## src/rtl/fifo_reader.sv

```systemverilog
// Read-side burst controller: pulls words from a registered-output FIFO into a 2-entry
// buffer and emits them on valid/ready. Optional stall abort: FIFO_READER_TIMEOUT_EN.
module fifo_reader #(
    parameter int  DATA_WIDTH = 8,
    parameter int  BURST_MAX  = 8,
    parameter int  TIMEOUT    = 16,
    localparam int CW         = $clog2(BURST_MAX + 1)
) (
    input  logic                  i_clk,
    input  logic                  i_rst,
    input  logic                  i_start,
    input  logic [CW-1:0]         i_burst_len,
    output logic                  o_fifo_rden,
    input  logic                  i_fifo_empty,
    input  logic [DATA_WIDTH-1:0] i_fifo_data,
    output logic                  o_m_valid,
    input  logic                  i_m_ready,
    output logic [DATA_WIDTH-1:0] o_m_data,
    output logic                  o_busy,
    output logic                  o_done,
    output logic                  o_err,
    output logic [CW-1:0]         o_word_cnt
);
    localparam logic [1:0] S_IDLE  = 2'd0;
    localparam logic [1:0] S_READ  = 2'd1;
    localparam logic [1:0] S_FLUSH = 2'd2;
    localparam logic [1:0] S_DONE  = 2'd3;

    logic [1:0]            r_state;
    logic [1:0]            r_state_next;
    logic [CW-1:0]         r_len;
    logic [CW-1:0]         r_issued;
    logic [CW-1:0]         r_word_cnt;
    logic                  r_pend;
    logic [1:0]            r_occ;
    logic [DATA_WIDTH-1:0] r_buf [2];

    logic                  w_pop;
    logic                  w_fire;
    logic                  w_start_ok;
    logic                  w_flush_done;
    logic                  w_tmo_hit;
    logic [CW-1:0]         w_len_sat;
    logic [2:0]            w_need;
    logic [2:0]            w_cap;

    assign o_m_valid    = (r_occ != 2'd0);
    assign o_m_data     = r_buf[0];
    assign w_pop        = o_m_valid & i_m_ready;
    assign w_start_ok   = (r_state == S_IDLE) & i_start;
    assign w_len_sat    = (i_burst_len > CW'(BURST_MAX)) ? CW'(BURST_MAX) : i_burst_len;

    // Credit: a read may fire only if its word has a slot when it lands next cycle.
    assign w_need       = {1'b0, r_occ} + {2'b00, r_pend};
    assign w_cap        = 3'd2 + {2'b00, w_pop};
    assign w_fire       = (r_state == S_READ) & ~i_fifo_empty & (r_issued < r_len) & (w_need < w_cap);
    assign o_fifo_rden  = w_fire;

    // Leaving FLUSH as the last word pops lets done follow the final pop directly.
    assign w_flush_done = ~r_pend & ((r_occ == 2'd0) | ((r_occ == 2'd1) & w_pop));

    assign o_busy       = (r_state != S_IDLE);
    assign o_done       = (r_state == S_DONE);
    assign o_word_cnt   = r_word_cnt;

`ifdef FIFO_READER_TIMEOUT_EN
    localparam int TW = $clog2(TIMEOUT + 1);
    logic [TW-1:0] r_tmo;
    logic          r_err;
    logic          w_stall;

    assign w_stall   = (r_state == S_READ) & i_fifo_empty & (r_issued < r_len);
    assign w_tmo_hit = w_stall & (r_tmo == TW'(TIMEOUT - 1));
    assign o_err     = r_err;

    always_ff @(posedge i_clk or posedge i_rst) begin
        if (i_rst) begin
            r_tmo <= '0;
            r_err <= 1'b0;
        end else begin
            r_tmo <= w_stall ? r_tmo + 1'b1 : '0;
            if (w_start_ok)
                r_err <= 1'b0;
            else if (w_tmo_hit)
                r_err <= 1'b1;
        end
    end
`else
    assign w_tmo_hit = 1'b0;
    assign o_err     = 1'b0;
`endif

    always_comb begin
        r_state_next = r_state;
        case (r_state)
            S_IDLE:  if (w_start_ok) r_state_next = (w_len_sat == '0) ? S_DONE : S_READ;
            S_READ:  if (w_tmo_hit || (r_issued == r_len)) r_state_next = S_FLUSH;
            S_FLUSH: if (w_flush_done) r_state_next = S_DONE;
            S_DONE:  r_state_next = S_IDLE;
            default: r_state_next = S_IDLE;
        endcase
    end

    always_ff @(posedge i_clk or posedge i_rst) begin
        if (i_rst) begin
            r_state    <= S_IDLE;
            r_len      <= '0;
            r_issued   <= '0;
            r_word_cnt <= '0;
            r_pend     <= 1'b0;
        end else begin
            r_state <= r_state_next;
            r_pend  <= w_fire;
            if (w_start_ok) begin
                r_len      <= w_len_sat;
                r_issued   <= '0;
                r_word_cnt <= '0;
            end else begin
                if (w_fire) r_issued <= r_issued + 1'b1;
                if (w_pop)  r_word_cnt <= r_word_cnt + 1'b1;
            end
        end
    end

    // Head lives in r_buf[0]; a pop shifts, a push lands behind whatever remains.
    always_ff @(posedge i_clk or posedge i_rst) begin
        if (i_rst) begin
            r_occ    <= 2'd0;
            r_buf[0] <= '0;
            r_buf[1] <= '0;
        end else begin
            case ({r_pend, w_pop})
                2'b11: begin
                    if (r_occ == 2'd2) begin
                        r_buf[0] <= r_buf[1];
                        r_buf[1] <= i_fifo_data;
                    end else begin
                        r_buf[0] <= i_fifo_data;
                    end
                end
                2'b10: begin
                    if (r_occ == 2'd0) r_buf[0] <= i_fifo_data;
                    else               r_buf[1] <= i_fifo_data;
                    r_occ <= r_occ + 2'd1;
                end
                2'b01: begin
                    r_buf[0] <= r_buf[1];
                    r_occ    <= r_occ - 2'd1;
                end
                default: ;
            endcase
        end
    end
endmodule

```

## config.mk

```make
export PLATFORM = sky130hd
export DESIGN_NAME = fifo_reader
export DESIGN_NICKNAME = d
export VERILOG_FILES = /design/src/rtl/fifo_reader.sv
export SDC_FILE = /design/constraint.sdc
export NUM_CORES = 1
export LEC_CHECK = 0
export CORE_UTILIZATION = 40
export CTS_CLUSTER_SIZE = 8
export DETAILED_ROUTE_END_ITERATION = 16
export PLACE_DENSITY_LB_ADDON = 0.05
export SLEW_MARGIN = 20
export SYNTH_ARGS = -nofsm -noshare
export SYNTH_HDL_FRONTEND = slang
export SYNTH_SLANG_ARGS = --single-unit
```

## constraint.sdc

```tcl
create_clock -name i_clk -period 6.6 [get_ports i_clk]
set_input_delay 1.32 -clock i_clk [delete_from_list [all_inputs] [get_ports i_clk]]
set_output_delay 1.32 -clock i_clk [all_outputs]
set_load 0.005 [all_outputs]
```

# Yosys cells after proc, flatten, opt, wreduce, memory -nomap -nowiden
# Cells that the tools add are included.
# totals
ff_bits,33
output_inout_bits,17
# classes
add_sub_neg,6
magnitude_cmp,3
n_eq_ne,15
muxes,17
bitwise_logic,10
n_reduce_logical,13
# ops
cell,n
two-way mux 8 bit,4
one-hot mux 8 bit (3 select lines),1
two-way mux 4 bit,5
one-hot mux 8 bit (2 select lines),1
nonzero test 2 bit,6
== test 2 bit (second input constant),5
inequality test 2 bit (second input constant),5
adder 4 x 1 -> 4 bit (second input constant),2
two-way mux 2 bit,4
one-hot mux 2 bit (4 select lines),1
AND 1 bit,7
== test 2 x 1 -> 1 bit (second input constant),3
AND reduction 3 bit,2
== test 4 bit,1
> comparator 4 bit (second input constant),1
zero test 2 bit,2
zero test 4 bit,1
less-than comparator 4 bit,1
one-hot mux 2 bit (2 select lines),1
adder 2 x 1 -> 3 bit,1
adder 2 x 1 -> 3 bit (first input constant),1
less-than comparator 3 bit,1
nonzero test 3 bit,1
adder 2 x 1 -> 2 bit (second input constant),1
other kinds (5),6

# Longest topological paths before layout
# Gate-level depths: netlist (run 1).
# depth
word_depth,7
depth_mapped,10
depth_no_buf,9

# Least setup slack after synthesis (run 1)
# OpenSTA, ideal clock, no wires.
# synth_path
kind,input-to-output
start,input i_fifo_empty
end,output o_fifo_rden
t_arrival_ns,2.326
t_required_ns,5.280
setup_slack_ns,2.954
path_stages,3
path_cell_list,or4b_1 -> a221o_1 -> nor2_1
# synth_via
elab_chain_cells,4
# synth_lines
element,line_no,text
"start, declared",14,"input logic i_fifo_empty,"
NOT 1 bit,56,assign w_fire = (r_state == S_READ) & ~i_fifo_empty & (r_issued < r_len) & (w_need < w_cap);
AND 1 bit (3 in a row),56,
"end, declared",13,"output logic o_fifo_rden,"
# No other way between the ends.

# Worst setup path in the final report (run 1)
# Same ends and word-level chain as after synthesis.

==> results of run 1 <==
[worst min-delay path by stage]
stage / to / slack [ps] / from
floorplan: o_m_data[0] / 450 / o_m_data[0]
global placement: o_m_data[6] / 460 / o_m_data[6]
detailed placement: o_m_data[7] / 470 / o_m_data[7]
CTS: o_m_data[7] / 490 / o_m_data[7]
global route: o_m_data[4] / 520 / o_m_data[4]
finish: o_m_data[7] / 480 / o_m_data[7]
[critical path: cells and delay by family]
kind / cells / cell delay (ps)
buffers and inverters: 2 / 920
and+or+nand+nor: 2 / 690
AOI/OAI and AO/OA: 1 / 360
[cell usage in the layout, fill, tap and decap left out, types with 3 or more instances in the layout]
| cell | Yosys | routed |
|---|---|---|
| ha_1 | 19 | 19 |
| nand3b_1 | 3 | 3 |
| o21ai_0 | 17 | 17 |
| dfrtp_1 | 33 | 33 |
| a21oi_1 | 7 | 7 |
| mux2i_1 | 6 | 6 |
| clkdlybuf4s50_1 | 0 | 32 |
| a22oi_1 | 8 | 8 |
| xnor2_1 | 3 | 3 |
| nand2_1 | 13 | 13 |
| mux2_2 | 9 | 9 |
| clkbuf_8 | 0 | 5 |
| nor2_1 | 6 | 6 |
| nand3_1 | 3 | 3 |
| inv_1 | 16 | 16 |
[through the flow]
stage / utilization (%) / instances / setup slack, ps
final: 51.8 / 255 / 2000
after global routing: 51.8 / 255 / 1880
after CTS: 51.8 / 255 / 1990
after detailed placement: 48.8 / 247 / 2010
after global placement: 48.8 / 247 / 1980
after floorplan: - / 175 / 2950
[flip-flops by register name, indices dropped and copies added, names as in the netlist]
signal / flops
r_occ: 2
r_pend: 1
r_issued: 4
r_len: 4
o_word_cnt: 4
r_buf: 8
o_m_data: 8
r_state: 2
[report_power, final]
group,total [mW],leakage [nW],switching (mW),internal [mW]
Sequential,0.340,0.420,0.0532,0.286
Clock,0.230,0.0681,0.0796,0.150
Combinational,0.466,0.535,0.230,0.236
Total,1.04,1.02,0.363,0.673
[final cells by class]
type | count | area (um^2) | share of cell area (%)
Inverter | 16 | 60.1 | 2.64
Clock buffer | 5 | 68.8 | 3.03
Timing Repair Buffer | 33 | 328 | 14.4
Tap cell | 52 | 65.1 | 2.86
Clock inverter | 3 | 65.1 | 2.86
Multi-Input combinational cell | 113 | 860 | 37.8
Sequential cell | 33 | 826 | 36.3
[routing by layer]
| layer | vias up | global-route usage (%) | part of all wire, % |
|---|---|---|---|
| met3 | 6 | 5.67 | 5.2 |
| li1 | 650 | - | - |
| met4 | 0 | 6.67 | 1.8 |
| met1 | 629 | 17.1 | 43 |
| met2 | 32 | 27.9 | 50 |
| met5 | - | 0 | 0 |
[logic make-up after synthesis]
group,after synthesis
other,1
adders and majority gates,19
and+or+nand+nor,34
buffers and inverters,29
xor gates and xnor gates,5
DFF,33
AOI/OAI and AO/OA,39
muxes,15
==> results.tsv, run 1 <==
stage	metric	value	unit
run_status	status	finished clean	
synthesis	synth_top_area_share	45.0	%
floorplan	num_rows	24	
critical_path	crit_chain	clkdlybuf4s50_1 > or4b_1 > a221o_1 > nor2_1 > clkdlybuf4s50_1	
synthesis	synth_warnings	0	
global_routing	grt_pass1_wl	5.93	mm
synthesis	async_flop_share	100	%
critical_path	arrival	3280	ps
synthesis	synth_top_family_by_area	compound AO/OA/AOI/OAI gates	
place	finalWeightedCongestion	0.749	
route	first_pass_iters	6	
sta	finalSetupTns	0	ps
clock_network	cts.hold.buffers_added	0	
synthesis	netlist_area	1840	um^2
clock_network	clk_latency	290	ps
synthesis	synthSimpleGateAreaFrac	9.48	%
sta	rsz0062_at_grt	false	
critical_path	cp_slowest_cell	or4b_1	
sta	hold_violations	0	
synthesis	ys_ff_latch	33	
hold_path	hold_path_class	reg2reg	
finish	synthToLayoutAreaGrowth	23.8	%
critical_path	cp-start-kind	primary input	
critical_path	crit_type	in2out	
synthesis	muxShareOfSynthArea	8.79	%
critical_path	critPathLaunch	i_fifo_empty	
clock_network	clock_sinks	33	
clock_network	clk_pin_slew	70	ps
power_and_ir_drop	power_density	456	nW/um^2
synthesis	ys.flop_type	dfrtp_1	
synthesis	syn_inst	175	
finish	layout-drive-gt1-share	9.36	%
synthesis	synthXorXnorAreaFrac	2.39	%
sta	drv_slew	0	
place	io_buffers	32	
critical_path	r2r_start	r_occ[0]	
critical_path	end_kind	output pin	
floorplan	initial_core_util	41.9	%
power_and_ir_drop	vdd_ir_drop_max	0.173	mV
route	routedWlPerCell	13.6	um
critical_path	r2r_end	r_buf[1]	
clock_network	cts_tree	yes	
synthesis	syn_nets	211	
hold_path	hold_path_depth	2	
finish	fin_nets	238	
global_routing	grt_usage	15.8	%
synthesis	synth_edf_count	0	
critical_path	reg2reg_slack	3780	ps
synthesis	synth_area_leaders	dfrtp_1 (45%), ha_1 (13%), mux2_2 (5.5%)	
finish	final_area	2270	um^2
global_routing	grt_max_degree	34	
clock_network	clk_path_buf_depth	2	
power_and_ir_drop	total_power	1.04	mW
critical_path	setup.worst_path.end	o_fifo_rden	
place	post-dp-hpwl	2.60	mm
run	maxCapViolCount	0	
synthesis	synthTopCellsByCount	dfrtp_1 (33), ha_1 (19), o21ai_0 (17), inv_1 (16), nand2_1 (13)	
sta	slew_headroom	35.3	%
sta	finalClockSkew	3.43	ps
route	viasPerCell	5.16	
floorplan	die_height	69.7	um
clock_network	htree_levels	2	
synthesis	synth_top_area_cell	dfrtp_1	
synthesis	yosysSeqAreaShare	45.0	%
clock_network	post_cts_buffers	0	
route	routed_wl	3.47	mm
route	vias	1317	
synthesis	synth_adder_area_share	13.0	%
global_routing	grt-ovfl-total	0	
critical_path	slowest_delay	540	ps
global_routing	antenna_found_initial	0	
synthesis	yosysMostFrequentCell	dfrtp_1	
critical_path	critical_path_required	5280	ps
finish	num-fill-cells	400	
sta	holdWs	475	ps
route	drtAntennaViolNets	0	
synthesis	syn-mean-instance-area	10.5	um^2
floorplan	io_pins	34	
route	first_iter_violations	44	
clock_network	cts-resized-gates	0	
sta	max_freq	0.217	GHz
power_and_ir_drop	p_leak	1.02	nW
critical_path	crit_top_cell	clkdlybuf4s50_1	
sta	fin_crit_sh	69.7	%
sta	worstMarginPinSlew	970	ps
sta	min_period	4600	ps
synthesis	synth_compound_area_share	13.0	%
synthesis	ys_types	31	
route	drcViolationCount	0	
critical_path	reg2regPathDepth	7	
floorplan	dieArea	4860	um^2
floorplan	die_w	69.7	um
floorplan	coreArea	4380	um^2
sta	setup_viol	0	
place	dpl_cell_area	2140	um^2
clock_network	cts_root_buffer	clkbuf_8	
global_routing	grt_pass1_vias	1334	
clock_network	cts_buffers	5	
critical_path	crit_fanout	7	
finish	antenna_cells	0	
(Power assumes the default switching activity.)
==> run 2, diff against run 1 <==
==> constraint.sdc (replaced) <==
create_clock -name i_clk -period 4.53 [get_ports i_clk]
set_input_delay 0.906 -clock i_clk [delete_from_list [all_inputs] [get_ports i_clk]]
set_output_delay 0.906 -clock i_clk [all_outputs]
set_load 0.005 [all_outputs]
==> results.tsv, run 2 (synthesis results as in run 1) <==
stage	metric	value	unit	change
hold_path	hold_path_depth	2		unchanged
sta	min_period	3790	ps	
power_and_ir_drop	power_density	627	nW/um^2	+38%
floorplan	initial_core_util	41.9	%	unchanged
clock_network	cts_root_buffer	clkbuf_8		
floorplan	die_w	69.7	um	unchanged
finish	antenna_cells	0		unchanged
sta	fin_crit_sh	83.8	%	
global_routing	grt-ovfl-total	0		unchanged
floorplan	die_height	69.7	um	unchanged
critical_path	critical_path_required	3620	ps	-1660 ps
place	finalWeightedCongestion	0.746		-0.39%
route	first_pass_iters	4		-2
clock_network	cts.hold.buffers_added	0		unchanged
sta	slew_headroom	36.5	%	+1.2 points
floorplan	coreArea	4380	um^2	unchanged
global_routing	antenna_found_initial	0		unchanged
place	post-place-ws	750	ps	-1260 ps
finish	multiInputGateArea	860	um^2	unchanged
clock_network	clk_pin_slew	70	ps	about the same
floorplan	num_rows	24		unchanged
clock_network	cts-resized-gates	0		unchanged
sta	layout_setup_ws	736	ps	-1270 ps
finish	final_cell_count_no_fill	255		unchanged
finish	final_cell_mix	dfrtp_1 (33), clkdlybuf4s50_1 (32), ha_1 (19)		
critical_path	cp-start-kind	primary input		
hold_path	hold_path_class	reg2reg		
route	drcViolationCount	0		unchanged
critical_path	crit_fanout	7		unchanged
finish	fin_nets	238		unchanged
place	post-dp-hpwl	2.61	mm	+0.33%
run_status	status	finished clean		
sta	worstMarginPinSlew	953	ps	-17.6 ps
clock_network	clock_sinks	33		unchanged
critical_path	reg2regPathDepth	7		unchanged
global_routing	grt_pass1_wl	6.03	mm	+1.7%
critical_path	r2r_start	r_occ[0]		
sta	finalSetupTns	0	ps	unchanged
global_routing	grt_usage	16.0	%	+0.16 points
clock_network	cts_tree	yes		
finish	post-route-util	50.7	%	-1.1 points
critical_path	end_kind	output pin		
critical_path	crit_type	in2out		
hold_path	hold-path-endpoint	o_m_data[7]		
finish	final_common_cell	dfrtp_1		
clock_network	clk_latency	290	ps	about the same
finish	final_area	2220	um^2	-2.1%
clock_network	cts_buffers	5		unchanged
critical_path	reg2reg_slack	1670	ps	-2110 ps
finish	synthToLayoutAreaGrowth	21.2	%	
floorplan	dieArea	4860	um^2	unchanged
sta	drv_slew	0		unchanged
global_routing	grt_pass1_vias	1334		unchanged
sta	finalClockSkew	7.46	ps	+4.03 ps
finish	num-fill-cells	398		-0.50%
critical_path	arrival	2890	ps	-390 ps
route	viasPerCell	5.16		about the same
hold_path	worstHoldStart	o_m_data[7]		
power_and_ir_drop	vdd_ir_drop_max	0.204	mV	+18%
route	routedWlPerCell	13.7	um	+0.69%
sta	hold_violations	0		unchanged
place	dpl_cell_area	2140	um^2	unchanged
floorplan	io_pins	34		unchanged
critical_path	r2r_end	r_buf[1]		
route	vias	1316		-0.076%
finish	layout-drive-gt1-share	9.36	%	unchanged
sta	rsz0062_at_grt	false		
sta	holdWs	483	ps	+7.49 ps
clock_network	post_cts_buffers	0		unchanged
route	drtAntennaViolNets	0		unchanged
place	io_buffers	32		unchanged
sta	setup_viol	0		unchanged
place	placed_cells	247		unchanged
global_routing	grt_max_degree	34		unchanged
route	routed_wl	3.49	mm	+0.69%
sta	max_freq	0.264	GHz	
power_and_ir_drop	p_leak	0.999	nW	-2.4%
finish	regArea	826	um^2	unchanged
power_and_ir_drop	total_power	1.40	mW	+35%
clock_network	htree_levels	2		unchanged
route	first_iter_violations	39		-11%
clock_network	clk_path_buf_depth	2		unchanged
run	maxCapViolCount	0		unchanged
[run 2: cell type report]
class | instances | share of cell area (%)
clock inverters | 3 | 0.787
inverters | 16 | 2.70
repair buffers | 33 | 14.7
flip-flops and latches | 33 | 37.1
clock buffers | 5 | 3.09
well taps | 52 | 2.92
multi-input cells | 113 | 38.6
[run 2: metal layers]
layer	wire length [um]	global-route usage, %
met5	0	0
met4	61	6.00
met3	126	5.09
met2	1760	27.9
met1	1540	18.2
[run 2: critical path: stages]
cell	delay (ps)
clkdlybuf4s50_1	390
or4b_1	530
a221o_1	360
nor2_1	170
clkdlybuf4s50_1	530
[run 2: worst max-delay path by stage]
stage	start	end	slack (ps)	cells after the start
after global routing	i_m_ready	o_fifo_rden	620	5
after global placement	i_fifo_empty	o_fifo_rden	730	5
after detailed placement	i_fifo_empty	o_fifo_rden	750	5
after floorplan	i_fifo_empty	o_fifo_rden	1710	3
final	i_fifo_empty	o_fifo_rden	740	5
after CTS	i_fifo_empty	o_fifo_rden	730	5
[run 2: power breakdown]
| part | leakage [nW] | total (mW) | switching [mW] | internal [mW] |
|---|---|---|---|---|
| registers | 0.420 | 0.496 | 0.0785 | 0.418 |
| logic | 0.535 | 0.682 | 0.337 | 0.345 |
| clock network | 0.0439 | 0.217 | 0.111 | 0.106 |
| total | 0.999 | 1.40 | 0.527 | 0.868 |
